===== config.mk =====
export PLATFORM = sky130hd
export DESIGN_NAME = cnn_channel_scheduler
export DESIGN_NICKNAME = d
export VERILOG_FILES = /design/src/rtl/cnn_sched_pkg.sv /design/src/rtl/sched_hold_reg.sv /design/src/rtl/cnn_channel_scheduler.sv
export SDC_FILE = /design/constraint.sdc
export NUM_CORES = 1
export LEC_CHECK = 0
export ABC_CLOCK_PERIOD_IN_PS = 4500
export CORE_MARGIN = 2
export CORE_UTILIZATION = 52
export DETAILED_ROUTE_END_ITERATION = 8
export PLACE_DENSITY_LB_ADDON = 0.1
export SYNTH_ARGS = -nofsm -noshare
export SYNTH_HDL_FRONTEND = slang
export SYNTH_SLANG_ARGS = --single-unit
export TNS_END_PERCENT = 50

===== constraint.sdc =====
create_clock -name clk -period 4.5 [get_ports clk]
set_input_delay 0.9 -clock clk [delete_from_list [all_inputs] [get_ports clk]]
set_output_delay 0.9 -clock clk [all_outputs]
set_load 0.02 [all_outputs]

===== src/rtl/cnn_sched_pkg.sv =====
// rtl/cnn_sched_pkg.sv - shared state encoding, read latency and ReLU helper for the channel scheduler
package cnn_sched_pkg;

    typedef enum logic [2:0] {
        ST_IDLE,
        ST_START,
        ST_DRAIN,
        ST_NEXT,
        ST_DONE
    } sched_state_t;

    // Core result buffer returns data this many cycles after the read enable.
    localparam int READ_LATENCY = 1;

    // ReLU on a two's-complement word reduces to a keep/zero decision on its sign bit.
    function automatic logic relu_keep(input logic sign_bit);
        return !sign_bit;
    endfunction

endpackage


===== src/rtl/sched_hold_reg.sv =====
// rtl/sched_hold_reg.sv - one-entry hold register between core result reads and the drain destinations
module sched_hold_reg #(
    parameter int DATA_WIDTH = 8
) (
    input  logic                  clk,
    input  logic                  reset,
    input  logic                  load,
    input  logic [DATA_WIDTH-1:0] load_data,
    input  logic                  pop,
    output logic                  full,
    output logic [DATA_WIDTH-1:0] data
);

    // Loads only happen when empty (reads are gated on !full), so load and pop never collide.
    always_ff @(posedge clk or posedge reset) begin
        if (reset) begin
            full <= 1'b0;
            data <= '0;
        end else if (load) begin
            full <= 1'b1;
            data <= load_data;
        end else if (pop) begin
            full <= 1'b0;
        end
    end

endmodule


===== src/rtl/cnn_channel_scheduler.sv =====
// rtl/cnn_channel_scheduler.sv - per-channel start/drain sequencer for the CNN core; CNN_SCHED_RELU_EN applies ReLU to final outputs
module cnn_channel_scheduler
    import cnn_sched_pkg::*;
#(
    parameter int DATA_WIDTH    = 8,
    parameter int CH_CNT_WIDTH  = 8,
    parameter int RES_CNT_WIDTH = 16
) (
    input  logic                     clk,
    input  logic                     reset,
    input  logic                     job_valid,
    output logic                     job_ready,
    input  logic [CH_CNT_WIDTH-1:0]  job_channels,
    input  logic [RES_CNT_WIDTH-1:0] job_results,
    output logic                     cnn_start,
    output logic                     cnn_psum_mode,
    input  logic                     cnn_result_empty,
    input  logic                     cnn_result_valid,
    input  logic [DATA_WIDTH-1:0]    cnn_result_out,
    output logic                     cnn_result_ren,
    output logic [DATA_WIDTH-1:0]    psum_data,
    output logic                     psum_wen,
    input  logic                     psum_ready,
    output logic [DATA_WIDTH-1:0]    out_data,
    output logic                     out_valid,
    input  logic                     out_ready,
    output logic                     busy,
    output logic                     job_done,
    output logic                     job_error
);

    sched_state_t             state;
    logic [CH_CNT_WIDTH-1:0]  ch_total;
    logic [CH_CNT_WIDTH-1:0]  ch_idx;
    logic [RES_CNT_WIDTH-1:0] res_total;
    logic [RES_CNT_WIDTH-1:0] res_cnt;
    logic [RES_CNT_WIDTH-1:0] issued;
    logic                     read_pending;
    logic                     hold_full;
    logic [DATA_WIDTH-1:0]    hold_data;
    logic                     in_drain;
    logic                     is_last;
    logic                     hold_load;
    logic                     xfer;

    assign in_drain  = (state == ST_DRAIN);
    assign is_last   = (ch_idx == ch_total - CH_CNT_WIDTH'(1));
    assign hold_load = cnn_result_valid & read_pending;

    assign cnn_result_ren = in_drain & !cnn_result_empty & !hold_full & !read_pending
                            & (issued < res_total);

    // The held word goes to exactly one destination, chosen by whether this is the last pass.
    assign psum_wen  = in_drain & hold_full & !is_last & psum_ready;
    assign out_valid = in_drain & hold_full & is_last;
    assign xfer      = psum_wen | (out_valid & out_ready);
    assign psum_data = hold_data;

`ifdef CNN_SCHED_RELU_EN
    assign out_data = relu_keep(hold_data[DATA_WIDTH-1]) ? hold_data : '0;
`else
    assign out_data = hold_data;
`endif

    sched_hold_reg #(
        .DATA_WIDTH(DATA_WIDTH)
    ) u_hold (
        .clk      (clk),
        .reset    (reset),
        .load     (hold_load),
        .load_data(cnn_result_out),
        .pop      (xfer),
        .full     (hold_full),
        .data     (hold_data)
    );

    always_ff @(posedge clk or posedge reset) begin
        if (reset) begin
            state         <= ST_IDLE;
            ch_total      <= '0;
            ch_idx        <= '0;
            res_total     <= '0;
            res_cnt       <= '0;
            issued        <= '0;
            read_pending  <= 1'b0;
            job_ready     <= 1'b1;
            busy          <= 1'b0;
            cnn_start     <= 1'b0;
            cnn_psum_mode <= 1'b0;
            job_done      <= 1'b0;
            job_error     <= 1'b0;
        end else begin
            cnn_start <= 1'b0;
            job_done  <= 1'b0;
            job_error <= 1'b0;

            if (cnn_result_ren) begin
                read_pending <= 1'b1;
                issued       <= issued + RES_CNT_WIDTH'(1);
            end else if (hold_load) begin
                read_pending <= 1'b0;
            end

            if (xfer) begin
                res_cnt <= res_cnt + RES_CNT_WIDTH'(1);
            end

            case (state)
                ST_IDLE: begin
                    if (job_valid && job_ready) begin
                        ch_total  <= job_channels;
                        res_total <= job_results;
                        ch_idx    <= '0;
                        res_cnt   <= '0;
                        issued    <= '0;
                        job_ready <= 1'b0;
                        busy      <= 1'b1;
                        // Empty jobs finish without ever starting the core.
                        if (job_channels == '0 || job_results == '0) begin
                            job_error <= 1'b1;
                            job_done  <= 1'b1;
                            state     <= ST_DONE;
                        end else begin
                            cnn_start     <= 1'b1;
                            cnn_psum_mode <= 1'b0;
                            state         <= ST_START;
                        end
                    end
                end
                ST_START: begin
                    state <= ST_DRAIN;
                end
                ST_DRAIN: begin
                    if (xfer && (res_cnt + RES_CNT_WIDTH'(1) == res_total)) begin
                        state <= ST_NEXT;
                    end
                end
                ST_NEXT: begin
                    if (is_last) begin
                        job_done <= 1'b1;
                        state    <= ST_DONE;
                    end else begin
                        ch_idx        <= ch_idx + CH_CNT_WIDTH'(1);
                        res_cnt       <= '0;
                        issued        <= '0;
                        cnn_start     <= 1'b1;
                        cnn_psum_mode <= 1'b1;
                        state         <= ST_START;
                    end
                end
                ST_DONE: begin
                    job_ready     <= 1'b1;
                    busy          <= 1'b0;
                    cnn_psum_mode <= 1'b0;
                    state         <= ST_IDLE;
                end
                default: begin
                    state <= ST_IDLE;
                end
            endcase
        end
    end

endmodule


==> qor.csv, run 1 <==
metric,value,unit
Cell variety after synth,58,
vias in the first global route,3907,
io pins,64,
Achievable Freq,0.2600,GHz
Avg Vias per Cell,5.839,
WP data arrival,2950,ps
period utilization,85.46,%
CTS tree,yes,
Clk Tree Root Cell,clkbuf_8,
Clock Power Share,44.9,%
Post-CTS Setup Bufs,0,
HPWL Detailed,8195,um
via count,4058,
setup TNS,0,ps
clock skew,15.05,ps
First-pass DRT Iterations,5,
Lkg Pwr,2.469,nW
Final nets,638,
Post-Syn Area,4876,um^2
Switching Share,20.46,%
Core Area,9153,um^2
"EDFF count, synth",0,
Comb pwr share,6.6,%
final WL,11300,um
CP endpoint kind,primary output,
fin crit period,3846,ps
Site Rows,35,
CTS resizes,0,
"Req. time, crit path",3600,ps
clk slew on worst S/H paths,90,ps
final hold vios,0,
clk sink count,83,
DR DRC count,0,
Total GRT Usage,23.93,%
antenna diode count,0,
global-route wire length before repair,19290,um
hold_ws,509.7,ps
final setup fails,0,
critical path type,flop to primary output,
total CTS buffers,9,
RD Place Congestion,0.8737,
# Max-Cap Violations,0,
Clock Latency Late Sink,360,ps
P&R area growth vs syn,18.60,%
"commonest non-fill, non-tap cells in the layout","dfrtp_1 (82), nand2_1 (65), clkdlybuf4s50_1 (63)",
ratio of cells with drive above 1 in the final layout,7.877,%
post-synth net total,588,
ys async rst share,100.0,%
Die Ht,100.8,um
Overflow after GRT,0,
run status,"finished, final reports clean",
RSZ-0062 raised after global routing,no,
DRT antenna net count,0,
Starting DRT DRC Count,227,
slack of the critical path,654.3,ps
starting density of the core,53.27,%
dominant synthesized flop cell,dfrtp_1,
Worst VDD drop,0.0001799,V
Placed Cells,680,
Psw,0.3202,mW
Die Width,100.8,um
Int Pwr,1.245,mW
dpl ws,986.9,ps
CP Launch Type,flop,
Max clock buf depth,2,
Crit Path Max Fanout,9,
Worst Tran Pin Value,1104,ps
"leading cell type in the layout, fill and taps excluded",dfrtp_1,
Syn. warnings,0,
# hold bufs at CTS,0,
"flops & latches, synth",83,
Post-Syn Instances,530,
WL/cell,16.26,um
pin count of the biggest net entering global routing,65,
sequential-to-total area share from yosys stat,42.62,%
pwr/cell area,270.6,nW/um^2
final std cells w/o fill,695,
Final Max Tran Viols,0,
H-tree Lvls,3,
initial antenna violation count,0,
Flop pwr share,48.4,%
Post-Syn Area per Cell,9.200,um^2
Port Buf Inserts,63,
Rel. slew slack,26.40,%
DIE AREA,10170,um^2
HP Class,flop to flop,
==> cells by family after synthesis <==
family	synth area share [%]
muxes	2.771
and+or+nand+nor	20.86
DFF	42.62
xor gates and xnor gates	7.005
AOI/OAI and AO/OA	16.01
adders and majority gates	4.876
buffers and inverters	5.851
==> cells in the mapped netlist, types with 3 or more instances <==
library cell | count | area, um^2
a211oi_1 | 4 | 30.03
a21o_1 | 6 | 45.04
a21oi_1 | 31 | 155.2
and2_1 | 4 | 25.02
and3_1 | 4 | 25.02
and4_1 | 3 | 26.28
buf_4 | 8 | 60.06
clkbuf_1 | 15 | 56.30
dfrtp_1 | 82 | 2052
ha_1 | 19 | 237.7
inv_1 | 28 | 105.1
mux2_2 | 8 | 90.09
mux2i_1 | 3 | 30.03
nand2_1 | 65 | 244.0
nand3_1 | 17 | 85.08
nand4_1 | 16 | 100.1
nor2_1 | 24 | 90.09
nor3_1 | 5 | 25.02
nor4_1 | 10 | 62.56
o211ai_1 | 7 | 52.55
o21a_1 | 5 | 37.54
o21ai_0 | 39 | 195.2
o21ai_1 | 4 | 20.02
o31ai_1 | 10 | 75.07
or2_2 | 5 | 31.28
or3_1 | 19 | 118.9
or4_1 | 12 | 90.09
xnor2_1 | 23 | 201.4
xor2_1 | 16 | 140.1
==> routing by layer <==
metal / up-vias / GRT usage, % / part of all wire (%)
li1: 1991 / - / -
met1: 1945 / 34.89 / 48
met2: 111 / 37.38 / 46
met3: 11 / 3.259 / 5.6
met4: 0 / 6.849 / 1.0
met5: - / 0 / 0
==> cell type report <==
cell class,count,area [um^2]
inverter,28,106.4
clock buffer,10,137.6
timing repair buffer,69,675.6
tap,111,138.9
sequential,83,2078
multi-input combinational,389,2521
fill,797,3369
clock inverter,5,125.1
==> final timing paths <==
kind / end / depth (start not counted) / startpoint / slack [ps]
max: out_valid / 7 / ch_total[0]$_DFFE_PP0P_ / 650
min: ch_total[7]$_DFFE_PP0P_ / 2 / ch_total[7]$_DFFE_PP0P_ / 510
max reg2reg: res_cnt[15]$_DFF_PP0_ / 9 / ch_total[0]$_DFFE_PP0P_ / 1400
min reg2reg: ch_total[7]$_DFFE_PP0P_ / 2 / ch_total[7]$_DFFE_PP0P_ / 510
max in group asynchronous: issued[9]$_DFF_PP0_ / 3 / reset / 2530
min in group asynchronous: u_hold.data[2]$_DFFE_PP0P_ / 2 / reset / 1080
==> power by group through the flow <==
stage / logic, mW / clock network [mW] / registers [mW]
after floorplan: 0.0361 / 0 / 0.780
after detailed placement: 0.105 / 0 / 0.773
after global placement: 0.105 / 0 / 0.773
after global routing: 0.112 / 0.745 / 0.760
final: 0.104 / 0.703 / 0.758
after CTS: 0.106 / 0.713 / 0.758
==> worst max-delay path, stage by stage (launching register included) <==
cell and delay (ps):
dfrtp_1 420, or4_4 570, a211oi_2 190, o21ai_2 110, a2111oi_4 350, buf_4 210, and2_1 130, clkdlybuf4s50_1 600
==> sequential cells by signal, summed over array words and instances, names as in the netlist <==
name           flops
busy               1
ch_idx             8
ch_total           8
cnn_psum_mode      1
cnn_start          1
issued            16
job_done           1
job_error          1
job_ready          1
read_pending       1
res_cnt           16
res_total         16
state              3
u_hold.data        8
u_hold.full        1
==> stage by stage <==
stage	instance area [um^2]	power [mW]	util, %
after global placement	5520	0.8777	60.31
after global routing	5783	1.616	63.19
after detailed placement	5520	0.8778	60.31
after CTS	5783	1.577	63.19
final	5783	1.565	63.19
after floorplan	4876	0.8157	-
Power figures use the tool's default switching activity.
==> run 2: changes to the inputs <==
--- a/config.mk
+++ b/config.mk
@@ -9,7 +9,9 @@
 export CORE_MARGIN = 2
 export CORE_UTILIZATION = 52
 export DETAILED_ROUTE_END_ITERATION = 8
-export PLACE_DENSITY_LB_ADDON = 0.1
+export GPL_TIMING_DRIVEN = 0
+export PLACE_DENSITY = 0.76
+export RECOVER_POWER = 100
 export SYNTH_ARGS = -nofsm -noshare
 export SYNTH_HDL_FRONTEND = slang
 export SYNTH_SLANG_ARGS = --single-unit
==> run 2 against run 1 <==
Effect of this change:
- the flow now finishes with violations (max-capacitance violations, max-slew violations)
- total power shrank 15%
- register-to-register slack lost 520 ps
- maximum frequency shrank 9.0%
- cell count grew 3.6%
- combinational power grew 4%
- critical path depth shrank 1
- routed wire length grew 4.6%
- sequential cell count is the same
- die area is the same
- first-iteration DRC count grew 25%
- sequential power is essentially flat
- critical path type unchanged
- largest cell class unchanged
==> qor.csv, run 2 (synthesized netlist as in run 1, its figures left out) <==
metric,value,unit
Lkg Pwr,2.525,nW
WL/cell,16.42,um
Max clock buf depth,2,
period utilization,93.90,%
Int Pwr,1.021,mW
Comb pwr share,8.1,%
Worst VDD drop,0.0001632,V
total CTS buffers,9,
R2R Path End,res_cnt[9]$_DFF_PP0_,
RSZ-0062 raised after global routing,no,
total power,1.337,mW
final WL,11820,um
clock skew,8.850,ps
Die Ht,100.8,um
Post-DP Area,5675,um^2
"Core Util, Final",63.23,%
Hold Startpoint,ch_total[7]$_DFFE_PP0P_,
P&R area growth vs syn,18.68,%
FF-to-FF Start,ch_total[0]$_DFFE_PP0P_,
DRT antenna net count,0,
run status,"complete, but fails checks",
Crit Path Max Fanout,9,
starting density of the core,53.27,%
Final Max Tran Viols,65,
clk sink count,83,
Avg Vias per Cell,5.893,
final setup fails,0,
pin count of the biggest net entering global routing,65,
Clock Latency Late Sink,360,ps
CTS tree,yes,
Metal-1 WL,5145,um
slack of the critical path,274.5,ps
critical path type,flop to primary output,
ratio of cells with drive above 1 in the final layout,7.225,%
vias in the first global route,4142,
Hold Crit Depth,2,
Site Rows,35,
Total GRT Usage,24.56,%
First-pass DRT Iterations,5,
R2R depth,8,
# hold bufs at CTS,0,
Achievable Freq,0.2367,GHz
HP Class,flop to flop,
CP Launch Type,flop,
Port Buf Inserts,63,
"Req. time, crit path",3600,ps
RD Place Congestion,0.9056,
fillers,757,
clk slew on worst S/H paths,80,ps
CP endpoint kind,primary output,
met2 wire length,5671,um
Clock Power Share,35.3,%
WP data arrival,3330,ps
Psw,0.3165,mW
Clk Tree Root Cell,clkbuf_8,
Core Area,9153,um^2
Flop pwr share,56.7,%
via count,4243,
# Max-Cap Violations,1,
Starting DRT DRC Count,284,
Hold Path End,ch_total[7]$_DFFE_PP0P_,
"Design Area, Final",5787,um^2
DIE AREA,10170,um^2
setup TNS,0,ps
Final nets,663,
"leading cell type in the layout, fill and taps excluded",dfrtp_1,
register area,2078,um^2
fin crit period,4225,ps
pwr/cell area,231.1,nW/um^2
Worst Tran Pin Value,1550,ps
multi-input logic area,2496,um^2
Post-CTS Setup Bufs,0,
io pins,64,
Rel. slew slack,-3.361,%
DR top layer,met4,
final hold vios,0,
Die Width,100.8,um
failing checks,"max-capacitance violations, max-slew violations",
global-route wire length before repair,19540,um
"setup slack, reg-to-reg",880,ps
met3 WL post-DR,593,um
antenna diode count,0,
HPWL Detailed,8919,um
Overflow after GRT,0,
H-tree Lvls,3,
Switching Share,23.67,%
biggest regs,"issued x16, res_cnt x16, res_total x16",
"commonest non-fill, non-tap cells in the layout","dfrtp_1 (82), nand2_1 (65), o21ai_0 (41)",
CTS resizes,0,
initial antenna violation count,0,
DR DRC count,0,
dpl ws,300.1,ps
## run 2: how the worst max path moves through the flow
stage,from,endpoint,slack (ps),depth (start not counted)
6_report,ch_total[0]$_DFFE_PP0P_,out_valid,270,6
2_1_floorplan,reset,busy$_DFFE_PP0P_,1460,1
3_3_place_gp,reset,res_cnt[5]$_DFF_PP0_,130,2
3_5_place_dp,cnn_result_empty,cnn_result_ren,300,8
4_1_cts,res_total[13]$_DFFE_PP0P_,cnn_result_ren,190,9
5_1_grt,res_total[13]$_DFFE_PP0P_,cnn_result_ren,120,9
## run 2: final cells by class
| class | count | share of cell area, % |
|---|---|---|
| plain buffers | 30 | 2.962 |
| clock buffers | 12 | 2.508 |
| clock inverters | 3 | 0.2595 |
| inverters | 28 | 1.838 |
| multi-input cells | 389 | 43.14 |
| flip-flops and latches | 83 | 35.91 |
| well taps | 111 | 2.400 |
| repair buffers | 64 | 10.98 |
## run 2: worst max-delay path, stage by stage, from the launching register on
cell	delay (ps)
dfrtp_1	430
or4_1	600
a211oi_1	230
o21ai_0	200
a2111oi_4	640
and2_1	200
dlygate4sd3_1	670
## run 2: metrics by stage
step,hold WS (ps),std cells
floorplan,458.4,530
global placement,487.6,704
detailed placement,492.6,705
CTS,510.1,720
global route,531.8,720
finish,502.0,720
## run 2: power by group through the flow
stage	Combinational (mW)	Clock, mW	Sequential, mW
after global routing	0.115	0.505	0.759
after detailed placement	0.118	0	0.773
after floorplan	0.0361	0	0.780
after CTS	0.118	0.478	0.758
final	0.108	0.472	0.758
after global placement	0.113	0	0.773
## run 2: metal layers
metal	vias to the layer above	track usage, %
li1	2043	-
met2	133	39.95
met4	0	12.86
met5	-	0
met1	2041	31.81
met3	26	3.537
==> run 3: changes to the inputs <==
--- a/config.mk
+++ b/config.mk
@@ -5,9 +5,9 @@
 export SDC_FILE = /design/constraint.sdc
 export NUM_CORES = 1
 export LEC_CHECK = 0
-export ABC_CLOCK_PERIOD_IN_PS = 4500
+export ABC_CLOCK_PERIOD_IN_PS = 3550
 export CORE_MARGIN = 2
-export CORE_UTILIZATION = 52
+export CORE_UTILIZATION = 50
 export DETAILED_ROUTE_END_ITERATION = 8
 export GPL_TIMING_DRIVEN = 0
 export PLACE_DENSITY = 0.76
==> constraint.sdc (replaced) <==
create_clock -name clk -period 3.55 [get_ports clk]
set_input_delay 0.71 -clock clk [delete_from_list [all_inputs] [get_ports clk]]
set_output_delay 0.71 -clock clk [all_outputs]
set_load 0.02 [all_outputs]
==> run 3 against run 2 <==
Effect of this change:
- the flow still finishes with violations (max-capacitance violations, max-slew violations)
- register-to-register slack got worse by 660 ps
- clock power increased by 27%
- sequential cell count unchanged
- first-iteration DRC count decreased by 38%
- routed wire length increased by 1.6%
- sequential power increased by 27%
- sequential share of layout area decreased by 0.29 points
- critical path type unchanged
- critical endpoint is now cnn_result_ren
==> qor.csv, run 3 (synthesized netlist as in run 1, its figures left out) <==
metric,value,unit
slowest library cell on the worst path,dfrtp_1,
Port Buf Inserts,63,
final hold vios,0,
via count,4296,
slack of the critical path,176.2,ps
fillers,851,
Core Area,9639,um^2
worst path bufs/invs,5,
CP Launch Type,flop,
global-route wire length before repair,19750,um
failing checks,"max-capacitance violations, max-slew violations",
DRT antenna net count,0,
initial antenna violation count,0,
final WL,12010,um
Hold Crit Depth,2,
total CTS buffers,9,
fin crit period,3374,ps
"Design Area, Final",5838,um^2
RD Place Congestion,0.8946,
CTS tree,yes,
Worst path max stage delay,400,ps
Avg Vias per Cell,5.766,
Clock Latency Late Sink,370,ps
Clk Tree Root Cell,clkbuf_8,
Site Rows,36,
Worst Tran Pin Value,1524,ps
Final nets,665,
Die Ht,102.8,um
Rel. slew slack,-1.602,%
# hold bufs at CTS,0,
critical path type,flop to primary output,
setup TNS,0,ps
clk sink count,83,
Overflow after GRT,0,
Starting DRT DRC Count,175,
clk slew on worst S/H paths,90,ps
FF-to-FF Start,ch_total[0]$_DFFE_PP0P_,
"setup slack, reg-to-reg",220,ps
R2R Path End,res_cnt[9]$_DFF_PP0_,
final setup fails,0,
Total GRT Usage,24.24,%
P&R area growth vs syn,19.73,%
io pins,64,
Die Width,102.8,um
pwr/cell area,290.8,nW/um^2
DIE AREA,10560,um^2
Worst VDD drop,0.0002895,V
starting density of the core,50.58,%
Post-DP Area,5703,um^2
Hold Startpoint,ch_total[7]$_DFFE_PP0P_,
biggest regs,"issued x16, res_cnt x16, res_total x16",
Lkg Pwr,2.537,nW
HPWL Detailed,8973,um
R2R depth,10,
DR DRC count,0,
run status,"complete, but fails checks",
hold_ws,514.8,ps
WL/cell,16.13,um
# Max-Cap Violations,1,
Max clock buf depth,2,
antenna diode count,0,
"Req. time, crit path",2840,ps
First-pass DRT Iterations,5,
Final Max Tran Viols,63,
sequence of cells on the critical path,inv_1 -> ha_1 -> a21o_1 -> a21o_1 -> a21oi_1 -> o2111a_2 -> o21ai_1 -> clkbuf_2 -> clkbuf_4 -> inv_1 -> clkbuf_2,
Achievable Freq,0.2964,GHz
H-tree Lvls,3,
Hold Path End,ch_total[7]$_DFFE_PP0P_,
RSZ-0062 raised after global routing,no,
pin count of the biggest net entering global routing,63,
Crit Path Max Fanout,10,
HP Class,flop to flop,
WP data arrival,2660,ps
ratio of cells with drive above 1 in the final layout,8.987,%
vias in the first global route,4070,
"leading cell type in the layout, fill and taps excluded",dfrtp_1,
period utilization,95.04,%
"delay-heaviest family, CP",compound AO/OA/AOI/OAI gates,
clock skew,13.09,ps
dpl ws,-291.1,ps
CP endpoint kind,primary output,
"commonest non-fill, non-tap cells in the layout","dfrtp_1 (81), nand2_1 (65), o21ai_0 (38)",
## run 3: cell types whose count changed in the layout (fill, tap and decap cells not counted), moves of 2 or more
cell,before,now
o21ai_1,3,5
clkinv_4,0,2
dlygate4sd3_1,27,25
clkbuf_2,2,4
o21ai_0,41,38
## run 3: cell type report
| type | count | area, um^2 | share of cell area (%) |
|---|---|---|---|
| clock inverters | 4 | 27.53 | 0.4715 |
| repair buffers | 66 | 629.4 | 10.78 |
| clock buffers | 12 | 135.1 | 2.315 |
| inverters | 28 | 106.4 | 1.822 |
| flip-flops and latches | 83 | 2079 | 35.62 |
| well taps | 133 | 166.4 | 2.850 |
| plain buffers | 30 | 185.2 | 3.172 |
| multi-input cells | 389 | 2509 | 42.97 |
## run 3: layer usage
metal  part of all wire (%)  routed length [um]  up-vias  track usage (%)
met2                     49                5867      125            39.92
met4                    3.9                 470        0            10.93
met1                     43                5160     2086            31.23
met5                      0                   0        -                0
met3                    4.3                 516       30            4.542
li1                       -                   -     2055                -
## run 3: power breakdown
part | internal [mW] | switching [mW]
clock network | 0.255 | 0.346
registers | 0.954 | 0.00667
logic | 0.0735 | 0.0627
total | 1.28 | 0.415
## run 3: worst min-delay path: stages (launching register included)
cell and delay, ps:
dfrtp_1 370, nand2_1 60, nand2_1 60
## run 3: how the worst max path moves through the flow
stage	from	endpoint	slack, ps	depth (start not counted)
floorplan	ch_total[0]$_DFFE_PP0P_	res_cnt[9]$_DFF_PP0_	620	8
global placement	reset	res_cnt[2]$_DFF_PP0_	-610	2
detailed placement	cnn_result_empty	cnn_result_ren	-290	8
CTS	ch_total[0]$_DFFE_PP0P_	out_valid	10	6
global route	ch_total[0]$_DFFE_PP0P_	res_cnt[9]$_DFF_PP0_	20	10
finish	res_total[9]$_DFFE_PP0P_	cnn_result_ren	180	11
## run 3: timing repair
item,4_1_cts,5_1_grt
setup endpoints to repair,3,3
pin swaps,1,0
resized for setup,6,5
setup buffers,2,0
## run 3: per-stage QoR
step / instances / util [%] / total power [mW]
6_report: 745 / 60.57 / 1.697
4_1_cts: 745 / 61.06 / 1.725
2_1_floorplan: 530 / - / 1.034
3_5_place_dp: 727 / 59.16 / 1.128
3_3_place_gp: 726 / 58.85 / 1.121
5_1_grt: 745 / 60.57 / 1.763
